[config.mk]
export PLATFORM = sky130hd
export DESIGN_NAME = imm_gen_pipe
export DESIGN_NICKNAME = d
export VERILOG_FILES = /design/src/rtl/imm_gen_pipe.sv
export SDC_FILE = /design/constraint.sdc
export NUM_CORES = 1
export LEC_CHECK = 0
export ABC_AREA = 1
export BUFFER_PORTS_ARGS = -buffer_cell sky130_fd_sc_hd__buf_2
export CORE_MARGIN = 2
export CORE_UTILIZATION = 55
export CTS_BUF_LIST = sky130_fd_sc_hd__clkbuf_16
export CTS_CLUSTER_SIZE = 20
export DETAILED_ROUTE_END_ITERATION = 8
export PLACE_DENSITY_LB_ADDON = 0.2
export SLEW_MARGIN = 25
export SYNTH_ARGS = -nofsm -noshare
export SYNTH_HDL_FRONTEND = slang
export SYNTH_SLANG_ARGS = --single-unit
[constraint.sdc]
create_clock -name clk -period 9 [get_ports clk]
set_input_delay 0.45 -clock clk [delete_from_list [all_inputs] [get_ports clk]]
set_output_delay 0.45 -clock clk [all_outputs]
set_load 0.05 [all_outputs]
[src/rtl/imm_gen_pipe.sv]
// imm_gen_pipe: RV32 immediate generator feeding a small valid/ready FIFO.
//
// The immediate is decoded and extended combinationally when an entry is pushed.
// The stored value and its illegal flag come out in FIFO order, one cycle later
// at the earliest.
//
// Parameters
//   XLEN  - width of the extended immediate (32 or 64)
//   DEPTH - number of buffer entries (2..8, any value)
//
// Ports
//   clk         - clock, rising edge
//   rst         - asynchronous active-high reset
//   flush       - synchronous discard of every buffered entry (beats push/pop)
//   in_valid    - instr/immsrc valid
//   in_ready    - buffer can take an entry (registered, independent of out_ready)
//   instr       - RV32 instruction word
//   immsrc      - format: 000 I, 001 S, 010 B, 011 U, 100 J, 101 Z, 11x illegal
//   out_valid   - head entry present
//   out_ready   - consumer takes the head entry
//   imm_ext     - extended immediate of the head entry (zero when empty)
//   imm_illegal - head entry was pushed with an illegal format select
module imm_gen_pipe #(
  parameter int unsigned XLEN  = 32,
  parameter int unsigned DEPTH = 2
) (
  input  logic            clk,
  input  logic            rst,
  input  logic            flush,
  input  logic            in_valid,
  output logic            in_ready,
  input  logic [31:0]     instr,
  input  logic [2:0]      immsrc,
  output logic            out_valid,
  input  logic            out_ready,
  output logic [XLEN-1:0] imm_ext,
  output logic            imm_illegal
);

  localparam int unsigned PtrW = (DEPTH > 1) ? $clog2(DEPTH) : 1;
  localparam int unsigned CntW = $clog2(DEPTH + 1);
  localparam logic [CntW-1:0] DepthCnt = CntW'(DEPTH);
  localparam logic [PtrW-1:0] LastPtr  = PtrW'(DEPTH - 1);

  // ---------------------------------------------------------------------------
  // Immediate decode. Everything is built at 64 bits and truncated to XLEN, so
  // the U format sign-extends only when XLEN is 64.
  // ---------------------------------------------------------------------------
  logic [63:0]     imm_full;
  logic [XLEN-1:0] imm_new;
  logic            illegal_new;

  always_comb begin
    imm_full    = '0;
    illegal_new = 1'b0;
    case (immsrc)
      3'b000: imm_full = {{52{instr[31]}}, instr[31:20]};
      3'b001: imm_full = {{52{instr[31]}}, instr[31:25], instr[11:7]};
      3'b010: imm_full = {{51{instr[31]}}, instr[31], instr[7], instr[30:25],
                          instr[11:8], 1'b0};
      3'b011: imm_full = {{32{instr[31]}}, instr[31:12], 12'b0};
      3'b100: imm_full = {{43{instr[31]}}, instr[31], instr[19:12], instr[20],
                          instr[30:21], 1'b0};
      3'b101: imm_full = {59'b0, instr[19:15]};
      default: begin
        imm_full    = '0;
        illegal_new = 1'b1;
      end
    endcase
  end

  assign imm_new = imm_full[XLEN-1:0];

  // Opcode field and the upper half at XLEN=32 are intentionally ignored.
  logic unused_bits;
  assign unused_bits = ^{instr[6:0], imm_full};

  // ---------------------------------------------------------------------------
  // FIFO control
  // ---------------------------------------------------------------------------
  logic [CntW-1:0] count_q, count_d;
  logic [PtrW-1:0] wr_ptr_q, wr_ptr_d;
  logic [PtrW-1:0] rd_ptr_q, rd_ptr_d;
  logic            ready_q, ready_d;
  logic            push, pop;

  logic [XLEN-1:0] data_q    [DEPTH];
  logic            illegal_q [DEPTH];

  assign out_valid = (count_q != '0);
  assign in_ready  = ready_q;

  // flush squashes both handshakes so neither pointer nor storage moves.
  assign push = in_valid & ready_q & ~flush;
  assign pop  = out_valid & out_ready & ~flush;

  always_comb begin
    count_d  = count_q;
    wr_ptr_d = wr_ptr_q;
    rd_ptr_d = rd_ptr_q;
    if (flush) begin
      count_d  = '0;
      wr_ptr_d = '0;
      rd_ptr_d = '0;
    end else begin
      if (push) begin
        wr_ptr_d = (wr_ptr_q == LastPtr) ? '0 : wr_ptr_q + 1'b1;
      end
      if (pop) begin
        rd_ptr_d = (rd_ptr_q == LastPtr) ? '0 : rd_ptr_q + 1'b1;
      end
      if (push && !pop) begin
        count_d = count_q + 1'b1;
      end else if (pop && !push) begin
        count_d = count_q - 1'b1;
      end
    end
    // Registered so in_ready never depends combinationally on out_ready.
    ready_d = (count_d < DepthCnt);
  end

  always_ff @(posedge clk or posedge rst) begin
    if (rst) begin
      count_q  <= '0;
      wr_ptr_q <= '0;
      rd_ptr_q <= '0;
      ready_q  <= 1'b0;
    end else begin
      count_q  <= count_d;
      wr_ptr_q <= wr_ptr_d;
      rd_ptr_q <= rd_ptr_d;
      ready_q  <= ready_d;
    end
  end

  // Storage needs no reset: entries are only visible while count_q covers them.
  always_ff @(posedge clk) begin
    if (push) begin
      data_q[wr_ptr_q]    <= imm_new;
      illegal_q[wr_ptr_q] <= illegal_new;
    end
  end

  // Outputs read zero when empty, which also covers reset.
  always_comb begin
    imm_ext     = '0;
    imm_illegal = 1'b0;
    if (out_valid) begin
      imm_ext     = data_q[rd_ptr_q];
      imm_illegal = illegal_q[rd_ptr_q];
    end
  end

endmodule
Word level (Yosys, flattened, before mapping):

Memory sizes are Yosys's and may differ from the RTL's.
Cells that the tools add are included.

* register bits: 5
* latch bits: 0
* RAM bits: 66
* ROM bits: 0
* bits of input ports: 40
* output and inout port bits: 35
* logic and storage cells: 45
* memories: 2

* $add $sub $neg: 4
* $mul: 0
* div/mod/pow operators: 0
* $lt $le $gt $ge: 1
* equal/unequal tests: 5
* shifts and indexed selects: 0
* mux-type cells: 15
* bitwise logic cells: 5
* reductions and logical operators: 9

Memory list
* data_q: words 2, bits a word 32, rd ports 1, clocked after memory_dff 0, wr ports 1, RTL line 87 `logic [XLEN-1:0] data_q [DEPTH];`
* illegal_q: words 2, bits a word 1, rd ports 1, clocked after memory_dff 0, wr ports 1, RTL line 88 `logic illegal_q [DEPTH];`

Operator list (count)
* 32-bit one-hot mux with 6 select lines: 1
* 32-bit 2-to-1 mux: 1
* 1-bit 2-to-1 mux: 10
* 3-bit by 2-bit == test with 1-bit output (second input constant): 2
* 3-bit == test (second input constant): 2
* 2-bit 2-to-1 mux: 3
* 2-bit nonzero test: 3
* 6-bit OR reduction: 1
* 1-bit AND: 4
* 3-bit by 1-bit == test with 1-bit output (second input constant): 1
* 3-bit logical NOT: 1
* 1-bit adder (second input constant): 2
* 2-bit by 1-bit adder with 2-bit output (second input constant): 1
* 1-bit logical AND: 2
* 1-bit logical NOT: 2
* 2-bit less-than comparator (second input constant): 1
* 2-bit by 1-bit subtractor with 2-bit output (second input constant): 1
* 1-bit NOT: 1

Logic depth before layout (Yosys ltp):

Gate-level depths: netlist of run 1.

* depth in word-level cells: 8
* mapped depth: 9
* gate-level depth less buffers: 9

Worst setup path before layout of run 1:

Ideal clock, no wire load.

* kind: register to register
* from: reg ready_q (netlist: in_ready)
* to: mem data_q[1][0] (enable)
* setup time: 0.465 ns
* arrival time: 3.111 ns
* required time: 8.535 ns
* slack: 5.424 ns
* cell stages (with the launch flop): 3
* buffers on the path: 0
* period minus slack after synthesis: 3.576 ns
* path through: dfrtp_1 nand2_1 nor3_1

* cells in the longest elaborated chain, start to end: 4

RTL lines
* from (decl): RTL line 84 `logic ready_q, ready_d;`
* from (signal assigned): RTL line 132 `ready_q <= ready_d;`
* 1-bit AND (2 in series): RTL line 94 `assign push = in_valid & ready_q & ~flush;`
* 1-bit 2-to-1 mux: RTL line 138 `if (push) begin`
* 1-bit 2-to-1 mux (not written as such): RTL line 139 `data_q[wr_ptr_q] <= imm_new;`
* to (decl): RTL line 87

No other way between the ends.

Final worst setup path of run 1:

* from: reg count_q[0]
* to: out imm_ext[6]

* cells in the longest elaborated chain, start to end: 2

RTL lines
* from (decl): RTL line 81 `logic [CntW-1:0] count_q, count_d;`
* from (signal assigned): RTL line 129 `count_q <= count_d;`
* 2-bit nonzero test: RTL line 90 `assign out_valid = (count_q != '0);`
* 32-bit 2-to-1 mux: RTL line 148 `if (out_valid) begin`
* to (decl): RTL line 36 `output logic [XLEN-1:0] imm_ext,`

No other way between the ends.

==> results of run 1 <==
[routing by layer]
| layer | vias to the layer above | track usage (%) | part of all wire (%) |
|---|---|---|---|
| li1 | 1188 | - | - |
| met1 | 1164 | 27.3 | 40 |
| met2 | 84 | 38.6 | 49 |
| met3 | 12 | 6.63 | 8.9 |
| met4 | 0 | 13.6 | 2.0 |
| met5 | - | 0 | 0 |
[cell usage in the layout, fill, tap and decap left out, drive strengths merged]
cell	instances
nor3	2
buf	70
ha	1
clkinvlp	2
nand2	43
clkinv	2
o21ai	37
nor2	81
o21a	1
edfxtp	66
bufinv	1
dfrtp	5
o211ai	2
nand4	2
nand3	29
clkbuf	9
inv	28
a21oi	2
[sequential cells by signal, indices dropped and copies added, names as in the netlist]
signal and flops:
illegal_q 2, count_q 2, wr_ptr_q 1, rd_ptr_q 1, data_q 64, in_ready 1
[metrics by stage]
step / util [%] / hold WS, ns / setup slack (ns)
after global placement: 64.8 / 0.356 / 6.39
after CTS: 70.3 / 0.0165 / 5.99
final: 70.3 / 0.0154 / 6.24
after floorplan: - / 0.229 / 5.42
after detailed placement: 64.8 / 0.363 / 6.36
after global routing: 70.3 / 0.0352 / 5.99
[where the power goes]
group          switching [mW]  total [mW]  internal (mW)
clock network           0.134       0.351          0.217
registers             0.00368       0.387          0.383
logic                   0.149       0.189         0.0402
total                   0.286       0.926          0.640
[cell families (layout without fill, tap and decap cells)]
kind of cell / after synthesis / count (layout) / synth area share, %
flops: 71 / 71 / 65.5
simple gates: 157 / 157 / 22.3
buf+inv: 38 / 112 / 4.86
compound gates: 42 / 42 / 6.89
fa+ha+maj: 1 / 1 / 0.389
[worst register-to-register path: cells and delay by family, from the launching register on]
family	cells	cell delay [ns]
flip-flops	1	0.35
AND/OR/NAND/NOR	3	0.44
buffers and inverters	2	0.46
[area by class of cell]
cell class,count,area share [%]
Clock inverter,7,2.04
Inverter,26,2.56
Tap cell,72,2.30
Clock buffer,9,5.75
Multi-Input combinational cell,200,24.4
Sequential cell,71,53.8
Timing Repair Buffer,70,9.13
[worst max path at each step]
stage                                       from                      to  cells after the start
after global routing        count_q[1]$_DFF_PP0_             imm_ext[23]                      6
after CTS                   rd_ptr_q$_DFFE_PP0P_              imm_ext[6]                      5
after global placement      rd_ptr_q$_DFFE_PP0P_             imm_ext[23]                      5
after floorplan               in_ready$_DFF_PP0_  data_q[1][0]$_DFFE_PP_                      2
after detailed placement    rd_ptr_q$_DFFE_PP0P_             imm_ext[11]                      5
final                     count_q[0]$_DFFE_PP0P_              imm_ext[6]                      6
==> summary.md, run 1 <==
| Metric | Value |
|---|---|
| Status | finished clean |
| Power density over the cells | 236 nW/µm² |
| Post-Syn Instances | 309 |
| Crit Path Class | reg2out |
| Skew final | 0.00739 ns |
| CTS tree | built |
| Worst r2r dst | data_q[0][26]$_DFFE_PP_ |
| Headroom to the max-slew limit | 34.3% |
| Number of distinct library cell variants in the gate-level netlist after synthesis | 25 |
| Cell area after synthesis | 3220 µm² |
| Clock latency of the later-clocked register in the worst-skew pair | 0.33 ns |
| Worst-path fanout max | 34 |
| HP Class | in2async |
| Number of max-cap violations | 0 |
| Multi-input combinational cell area | 957 µm² |
| Starting Density | 57.7% |
| Width of the die | 80.5 µm |
| Non-Filler Cell Area, Final | 3920 µm² |
| Cell-by-cell trace of the critical path | inv_1, ha_1, inv_1, o21ai_0, nor2_1, buf_2 |
| Pin count of the biggest net entering global routing | 36 |
| Max stage delay cell, worst path | sky130_fd_sc_hd__inv_1 |
| Weighted congestion reported at the end of routability-driven placement | 0.839 |
| Area delta synth->final | 21.8% |
| Flop-to-flop setup slack | 7.38 ns |
| Most area-consuming cells after synthesis | sky130_fd_sc_hd__edfxtp_1 (62%), sky130_fd_sc_hd__nor2_1 (9.1%), sky130_fd_sc_hd__o21ai_0 (5.3%) |
| Y dimension of the die | 80.5 µm |
| Most numerous cell on the critical path | sky130_fd_sc_hd__inv_1 |
| CTS root buffer | sky130_fd_sc_hd__clkbuf_16 |
| Residual overflow from global routing | 0 |
| Drt initial violations | 157 |
| Maximum clock path buffer count | 2 |
| Post-DRT Antenna Nets | 0 |
| Final antenna diode count | 0 |
| Warnings from Yosys | 0 |
| Area after DPL | 3610 µm² |
| Biggest area consumer among synthesized cells | sky130_fd_sc_hd__edfxtp_1 |
| Max rail drop VDD | 148 µV |
| R2R Path Start | in_ready$_DFF_PP0_ |
| Post-detailed-route via-to-cell ratio | 5.38 |
| Floorplan core area | 5570 µm² |
| Clock transition time at the flip-flop clock pins of the worst setup and hold paths | 0.06 ns |
| Critical Path AT | 2.31 ns |
| Startpoint kind of the worst setup timing path | flip-flop |
| Antenna violations before repair | 0 |
| Total power of the final layout | 926 µW |
| Via Count | 2448 |
| Number of flip-flops and latches in the synthesized netlist | 71 |
| Clock buffer count from CTS | 9 |
| Number of max-slew violations in the final report | 0 |
| Share of synthesized area occupied by flip-flops and latches | 65.5% |
| Share of the clock period used by the worst path | 30.7% |
| Number of hold-slack violations in the final timing report | 0 |
| Aggregate global-route resource usage | 23.4% |
| Setup crit end kind | primary output |
| Synthesized netlist net count | 350 |
| Leakage component of the power | 1.78 nW |
| Clock sinks | 71 |
| R2R depth | 5 |
| Count of non-filler cells in the finished layout | 455 |
| Number of gates given a new drive strength after cts | 0 |
| Number of global-route vias before repair | 2441 |
| Critical path required time | 8.55 ns |
| Detail-routed net length per standard cell | 14.9 µm |
| Setup repair after global routing missed its margin | no |
| Avg Synthesized Cell Area | 10.4 µm² |
| Fraction of registers with async set/reset | 7.04% |
| Synth top area share | 61.6% |
| Placed Cells incl. Taps | 439 |
| Total Negative Setup Slacks | 0 ns |
| Synth cell count leaders | sky130_fd_sc_hd__nor2_1 (78), sky130_fd_sc_hd__edfxtp_1 (66), sky130_fd_sc_hd__nand2_1 (40) |
| Top cell family by delay on the critical path | buffers and inverters |
| Area of the die | 6470 µm² |
| Quantity of hold-fixing buffers added after cts | 0 |
| Count of buffers added by post-CTS timing repair for setup | 0 |
| Detailed-placement wirelength estimate | 4330 µm |
| # H-tree levels | 3 |
| Residual DRC | 0 |
| Most used standard cell by instance count after synthesis | sky130_fd_sc_hd__nor2_1 |
| Fraction of layout instances using a drive strength above 1 | 28.5% |
| Total of buffers placed on input and output ports | 67 |
| Predominant post-synthesis flop cell | sky130_fd_sc_hd__edfxtp_1 |
| Routed wire length | 6760 µm |
| Number of synthesized flops with an enable pin | 66 |
| Final-layout fill cell count | 446 |
| Top Ports | 75 |
| Final setup viols | 0 |
| Highest clock frequency the design can meet | 363 MHz |
| Longest individual stage delay on the worst path | 0.71 ns |
| Slew at the pin closest to its max-slew limit | 0.985 ns |
| Cell Rows | 27 |
| # nets final | 419 |
| Wire length of the first global-routing pass | 11100 µm |
| Buf/Inv on CP | 3 |
| Shortest period the worst path allows | 2.76 ns |
| Storage cell area | 2110 µm² |
| Iteration count of the initial detailed-routing pass | 4 |
Power figures use the tool's default switching activity.
==> inputs of run 2 (changes only) <==
--- a/config.mk
+++ b/config.mk
@@ -8,7 +8,7 @@
 export ABC_AREA = 1
 export BUFFER_PORTS_ARGS = -buffer_cell sky130_fd_sc_hd__buf_2
 export CORE_MARGIN = 2
-export CORE_UTILIZATION = 55
+export CORE_UTILIZATION = 48
 export CTS_BUF_LIST = sky130_fd_sc_hd__clkbuf_16
 export CTS_CLUSTER_SIZE = 20
 export DETAILED_ROUTE_END_ITERATION = 8
==> constraint.sdc (replaced) <==
create_clock -name clk -period 2.4 [get_ports clk]
set_input_delay 0.12 -clock clk [delete_from_list [all_inputs] [get_ports clk]]
set_output_delay 0.12 -clock clk [all_outputs]
set_load 0.05 [all_outputs]
==> summary.md, run 2 (synthesized netlist as in run 1, its figures left out) <==
| Metric | Value |
|---|---|
| Largest registers ranked by flip-flop count | data_q: 64 flops, count_q: 2 flops, illegal_q: 2 flops |
| Startpoint kind of the worst setup timing path | flip-flop |
| Pin count of the biggest net entering global routing | 34 |
| Final antenna diode count | 0 |
| Most numerous cell on the critical path | sky130_fd_sc_hd__inv_1 |
| Setup repair after global routing missed its margin | no |
| Reg with most FFs | data_q |
| Top Ports | 75 |
| Drt initial violations | 156 |
| CTS tree | built |
| Aggregate global-route resource usage | 20.5% |
| # nets final | 424 |
| Width of the die | 85.9 µm |
| Most common cell after layout, fill and taps aside | sky130_fd_sc_hd__nor2_1 |
| Wire length of the first global-routing pass | 11200 µm |
| Placed Cells incl. Taps | 448 |
| Power Internal | 2.60 mW |
| Cell Rows | 29 |
| R2R depth | 5 |
| Number of global-route vias before repair | 2282 |
| Part of the total power dissipated in combinational logic | 19.7% |
| Status | finished, violations left |
| Total of buffers placed on input and output ports | 67 |
| Critical Path AT | 2.10 ns |
| Y dimension of the die | 85.9 µm |
| Residual DRC | 6 |
| Number of hold-slack violations in the final timing report | 0 |
| Via Count | 2433 |
| Launch point of the worst hold path | instr[24] |
| Antenna violations before repair | 0 |
| Area delta synth->final | 24.2% |
| Failing checks | design-rule violations |
| Fraction of power spent switching nets | 28.7% |
| Flop-to-flop setup slack | 0.75 ns |
| Critical path required time | 2.28 ns |
| Detailed-placement wirelength estimate | 4680 µm |
| HP Class | in2reg |
| Area of the die | 7370 µm² |
| Clock share of power | 40.3% |
| Fraction of layout instances using a drive strength above 1 | 27.8% |
| Share of the clock period used by the worst path | 92.6% |
| Post-DRT Antenna Nets | 0 |
| Cell-by-cell trace of the critical path | inv_1, ha_1, inv_1, buf_4, o21ai_0, nor2_1, buf_2 |
| Number of max-cap violations | 0 |
| # H-tree levels | 3 |
| Floorplan core area | 6420 µm² |
| NetSw | 1.04 mW |
| Number of max-slew violations in the final report | 0 |
| Number of flip-flops in the largest register | 64 |
| Headroom to the max-slew limit | 55.2% |
| Leakage component of the power | 1.83 nW |
| Slew at the pin closest to its max-slew limit | 0.670 ns |
| Post-detailed-route via-to-cell ratio | 5.23 |
| Longest individual stage delay on the worst path | 0.44 ns |
| CP startpoint | count_q[0]$_DFFE_PP0P_ |
| Final setup viols | 0 |
| Max rail drop VDD | 502 µV |
| Hold Path Cell Cnt | 3 |
| Crit Path Class | reg2out |
| Total Negative Setup Slacks | 0 ns |
| Iteration count of the initial detailed-routing pass | 6 |
| Shortest period the worst path allows | 2.22 ns |
| Weighted congestion reported at the end of routability-driven placement | 0.811 |
| Skew final | 0.00352 ns |
| Starting Density | 50.1% |
| R2R Path Start | in_ready$_DFF_PP0_ |
| Most used cells in the layout excluding fill and tap cells | sky130_fd_sc_hd__nor2_1 (78), sky130_fd_sc_hd__buf_2 (67), sky130_fd_sc_hd__edfxtp_1 (66), sky130_fd_sc_hd__nand2_1 (40), sky130_fd_sc_hd__o21ai_0 (34) |
| Clock sinks | 71 |
| Setup crit end kind | primary output |
| Highest clock frequency the design can meet | 450 MHz |
| Endpoint of the worst hold-timing path | data_q[0][24]$_DFFE_PP_ |
| Seq pwr share | 40.0% |
| Worst-path fanout max | 19 |
| Clock buffer count from CTS | 9 |
| Power density over the cells | 912 nW/µm² |
| Worst r2r dst | data_q[0][26]$_DFFE_PP_ |
| Max stage delay cell, worst path | sky130_fd_sc_hd__inv_1 |
| Routed wire length | 7000 µm |
| Maximum clock path buffer count | 2 |
| Clock transition time at the flip-flop clock pins of the worst setup and hold paths | 0.06 ns |
| Residual overflow from global routing | 0 |
| Final-layout fill cell count | 558 |
| Clock latency of the later-clocked register in the worst-skew pair | 0.33 ns |
| Detail-routed net length per standard cell | 15.1 µm |
| CTS root buffer | sky130_fd_sc_hd__clkbuf_16 |
| Count of non-filler cells in the finished layout | 465 |
run 2: stage by stage:
step | hold WS [ns] | power (mW) | utilization [%] | area, µm² | setup WS [ns]
after CTS | 0.110 | 3.68 | 62.2 | 4000 | 0.131
after global routing | 0.112 | 3.80 | 62.2 | 4000 | 0.0367
after detailed placement | 0.0400 | 2.20 | 56.9 | 3650 | 0.486
final | 0.116 | 3.64 | 62.2 | 4000 | 0.178
after floorplan | -0.101 | 2.00 | - | 3230 | 0.153
after global placement | 0.0299 | 2.20 | 56.9 | 3650 | 0.505
run 2: per-layer routing:
metal  track usage, %  vias up  share of wire [%]
met1             26.9     1164                 46
met3             5.20        8                5.9
met5                0        -                  0
met2             32.2       64                 47
li1                 -     1197                  -
met4             9.52        0                1.6
run 2: area by class of cell:
class / instances / area (µm²) / area share (%)
clock buffer: 9 / 225 / 5.64
clock inverter: 7 / 105 / 2.63
multi-input combinational: 200 / 963 / 24.1
inverter: 26 / 100 / 2.51
timing repair buffer: 75 / 398 / 9.96
tap: 77 / 96.3 / 2.41
sequential: 71 / 2110 / 52.7
run 2: worst max-delay path by stage:
stage | to | slack [ns] | cells past startpoint
finish | imm_ext[18] | 0.18 | 7
global route | imm_ext[18] | 0.04 | 7
CTS | imm_ext[18] | 0.13 | 7
detailed placement | imm_ext[18] | 0.49 | 7
global placement | imm_ext[0] | 0.51 | 7
floorplan | imm_ext[22] | 0.15 | 6
run 2: worst max-delay path, delay by kind of cell, from the launching register on:
family / cells / cell delay (ns)
buf+inv: 4 / 1.03
simple gates: 1 / 0.12
fa+ha+maj: 1 / 0.20
compound gates: 1 / 0.08
flops: 1 / 0.33
run 2: power groups by stage:
stage / Combinational, mW / Sequential (mW) / Clock (mW)
finish: 0.718 / 1.46 / 1.47
global route: 0.776 / 1.46 / 1.56
CTS: 0.728 / 1.46 / 1.49
detailed placement: 0.722 / 1.48 / 0
global placement: 0.716 / 1.48 / 0
floorplan: 0.521 / 1.48 / 0
run 2: what timing repair did:
action | 4_1_cts | 5_1_grt
resized for setup | 0 | 0
buffers inserted | 0 | 0
hold buffers | 1 | 0
hold endpoints to repair | 5 | 0
==> inputs of run 3 (changes only) <==
--- a/config.mk
+++ b/config.mk
@@ -8,8 +8,8 @@
 export ABC_AREA = 1
 export BUFFER_PORTS_ARGS = -buffer_cell sky130_fd_sc_hd__buf_2
 export CORE_MARGIN = 2
-export CORE_UTILIZATION = 48
-export CTS_BUF_LIST = sky130_fd_sc_hd__clkbuf_16
+export CORE_UTILIZATION = 50
+export CTS_BUF_LIST = sky130_fd_sc_hd__clkbuf_4
 export CTS_CLUSTER_SIZE = 20
 export DETAILED_ROUTE_END_ITERATION = 8
 export PLACE_DENSITY_LB_ADDON = 0.2
==> summary.md, run 3 (synthesized netlist as in run 1, its figures left out) <==
| Metric | Value |
|---|---|
| Status | finished clean |
| Share of the clock period used by the worst path | 87.5% |
| Final setup viols | 0 |
| Weighted congestion reported at the end of routability-driven placement | 0.848 |
| Util after Layout | 60.6% |
| Reg with most FFs | data_q |
| Antenna violations before repair | 0 |
| Number of global-route vias before repair | 2439 |
| Met2 layer wire length in the routed design | 3310 µm |
| Maximum clock path buffer count | 2 |
| Floorplan core area | 6280 µm² |
| Number of gates given a new drive strength after cts | 0 |
| Width of the die | 84.2 µm |
| Starting Density | 51.2% |
| Clock transition time at the flip-flop clock pins of the worst setup and hold paths | 0.11 ns |
| Clock buffer count from CTS | 9 |
| Drt initial violations | 157 |
| Topmost layer with routed signal wires | met4 |
| Number of hold-slack violations in the final timing report | 0 |
| Worst-path fanout max | 34 |
| Residual overflow from global routing | 0 |
| Total Negative Setup Slacks | 0 ns |
| Count of buffers added by post-CTS timing repair for setup | 0 |
| Via Count | 2424 |
| Setup crit end kind | primary output |
| Routed wire length | 6990 µm |
| Clock sinks | 71 |
| Y dimension of the die | 84.2 µm |
| Worst slack at placement | 0.738 ns |
| Most numerous cell on the critical path | sky130_fd_sc_hd__inv_1 |
| Quantity of hold-fixing buffers added after cts | 1 |
| Aggregate global-route resource usage | 21.0% |
| Setup repair after global routing missed its margin | no |
| Detailed-placement wirelength estimate | 4480 µm |
| Detail-routed net length per standard cell | 15.1 µm |
| # H-tree levels | 3 |
| Setup slack of the critical path after layout | 0.301 ns |
| Power density over the cells | 790 nW/µm² |
| Leakage component of the power | 1.74 nW |
| M1 wire length | 3180 µm |
| Startpoint kind of the worst setup timing path | flip-flop |
| CTS tree | built |
| Largest registers ranked by flip-flop count | data_q: 64 flops, count_q: 2 flops, illegal_q: 2 flops |
| Shortest period the worst path allows | 2.10 ns |
| Skew final | 0.0106 ns |
| HP Class | in2reg |
| Post-DRT Antenna Nets | 0 |
| Most used cells in the layout excluding fill and tap cells | sky130_fd_sc_hd__nor2_1 (78), sky130_fd_sc_hd__buf_2 (67), sky130_fd_sc_hd__edfxtp_1 (66), sky130_fd_sc_hd__nand2_1 (40), sky130_fd_sc_hd__o21ai_0 (34) |
| Total power of the final layout | 3.01 mW |
| Non-Filler Cell Area, Final | 3800 µm² |
| Crit Path Class | reg2out |
| Residual DRC | 0 |
| Top Ports | 75 |
| Amount of wire on met3 after detailed routing | 343 µm |
| Area of the die | 7090 µm² |
| Iteration count of the initial detailed-routing pass | 4 |
| Area after DPL | 3640 µm² |
| Post-detailed-route via-to-cell ratio | 5.24 |
| CTS root buffer | sky130_fd_sc_hd__clkbuf_4 |
| Fraction of layout instances using a drive strength above 1 | 28.0% |
| Critical Path AT | 1.98 ns |
| Critical path required time | 2.28 ns |
| Clock latency of the later-clocked register in the worst-skew pair | 0.42 ns |
| Highest clock frequency the design can meet | 476 MHz |
| Number of flip-flops in the largest register | 64 |
| Most common cell after layout, fill and taps aside | sky130_fd_sc_hd__nor2_1 |
| Pin count of the biggest net entering global routing | 36 |
| Number of max-slew violations in the final report | 0 |
| Wire length of the first global-routing pass | 11500 µm |
| Slew at the pin closest to its max-slew limit | 0.771 ns |
| Area delta synth->final | 18.3% |
| Max stage delay cell, worst path | sky130_fd_sc_hd__dfrtp_1 |
| Number of max-cap violations | 0 |
| Cell Rows | 29 |
| # nets final | 422 |
| Total of buffers placed on input and output ports | 67 |
| Cell-by-cell trace of the critical path | inv_1, ha_1, inv_1, buf_4, o21ai_0, nor2_1, buf_2 |
| Headroom to the max-slew limit | 48.4% |
| Final antenna diode count | 0 |
| Max rail drop VDD | 451 µV |
| Longest individual stage delay on the worst path | 0.34 ns |
[run 3: cell types whose count changed in the layout (fill, tap and decap cells not counted), sizes merged]
| cell | delta |
|---|---|
| clkbuf | +2 |
| bufinv | -1 |
| clkinv | +2 |
| buf | -2 |
| inv | -3 |
[run 3: path summary, 6_finish.rpt]
kind                       depth (start not counted)              startpoint                 endpoint  slack (ns)
hold / removal                                     3               instr[28]  data_q[0][28]$_DFFE_PP_        0.02
setup / recovery                                   7  count_q[0]$_DFFE_PP0P_              imm_ext[25]        0.30
max in group asynchronous                          3                     rst       in_ready$_DFF_PP0_        2.11
setup reg to reg                                   5      in_ready$_DFF_PP0_   data_q[0][8]$_DFFE_PP_        0.76
min in group asynchronous                          3                     rst     wr_ptr_q$_DFFE_PP0P_        0.12
hold reg to reg                                    2    wr_ptr_q$_DFFE_PP0P_     wr_ptr_q$_DFFE_PP0P_        0.53
[run 3: final cells by class]
class                      count  area, µm²
tap                           77       96.3
inverter                      26        100
multi-input combinational    200        963
sequential                    71       2110
clock inverter                 5       72.6
fill                         556       2470
clock buffer                  11       82.6
timing repair buffer          73        383
[run 3: per-stage QoR]
stage,hold slack (ns),cells
after floorplan,-0.101,309
after global placement,0.0268,446
after detailed placement,0.0303,446
after CTS,0.00491,463
after global routing,0.0205,463
final,0.0242,463
[run 3: power by group]
| part | switching, mW | internal, mW | leakage [nW] | total (mW) |
|---|---|---|---|---|
| combinational | 0.561 | 0.158 | 0.975 | 0.719 |
| clock | 0.402 | 0.438 | 0.0859 | 0.840 |
| sequential | 0.0139 | 1.43 | 0.677 | 1.45 |
| total | 0.977 | 2.03 | 1.74 | 3.01 |
[run 3: critical path, delay by kind of cell, from the launching register on]
family | cells | cell delay (ns)
DFF | 1 | 0.34
and+or+nand+nor | 1 | 0.13
AOI/OAI and AO/OA | 1 | 0.16
buffers and inverters | 4 | 0.70
adders and majority gates | 1 | 0.21
[run 3: routing by layer]
layer  GRT usage, %  vias to the layer above
met4           10.3                        0
li1               -                     1190
met1           27.9                     1146
met3           3.44                       14
met2           33.6                       74
met5              0                        -
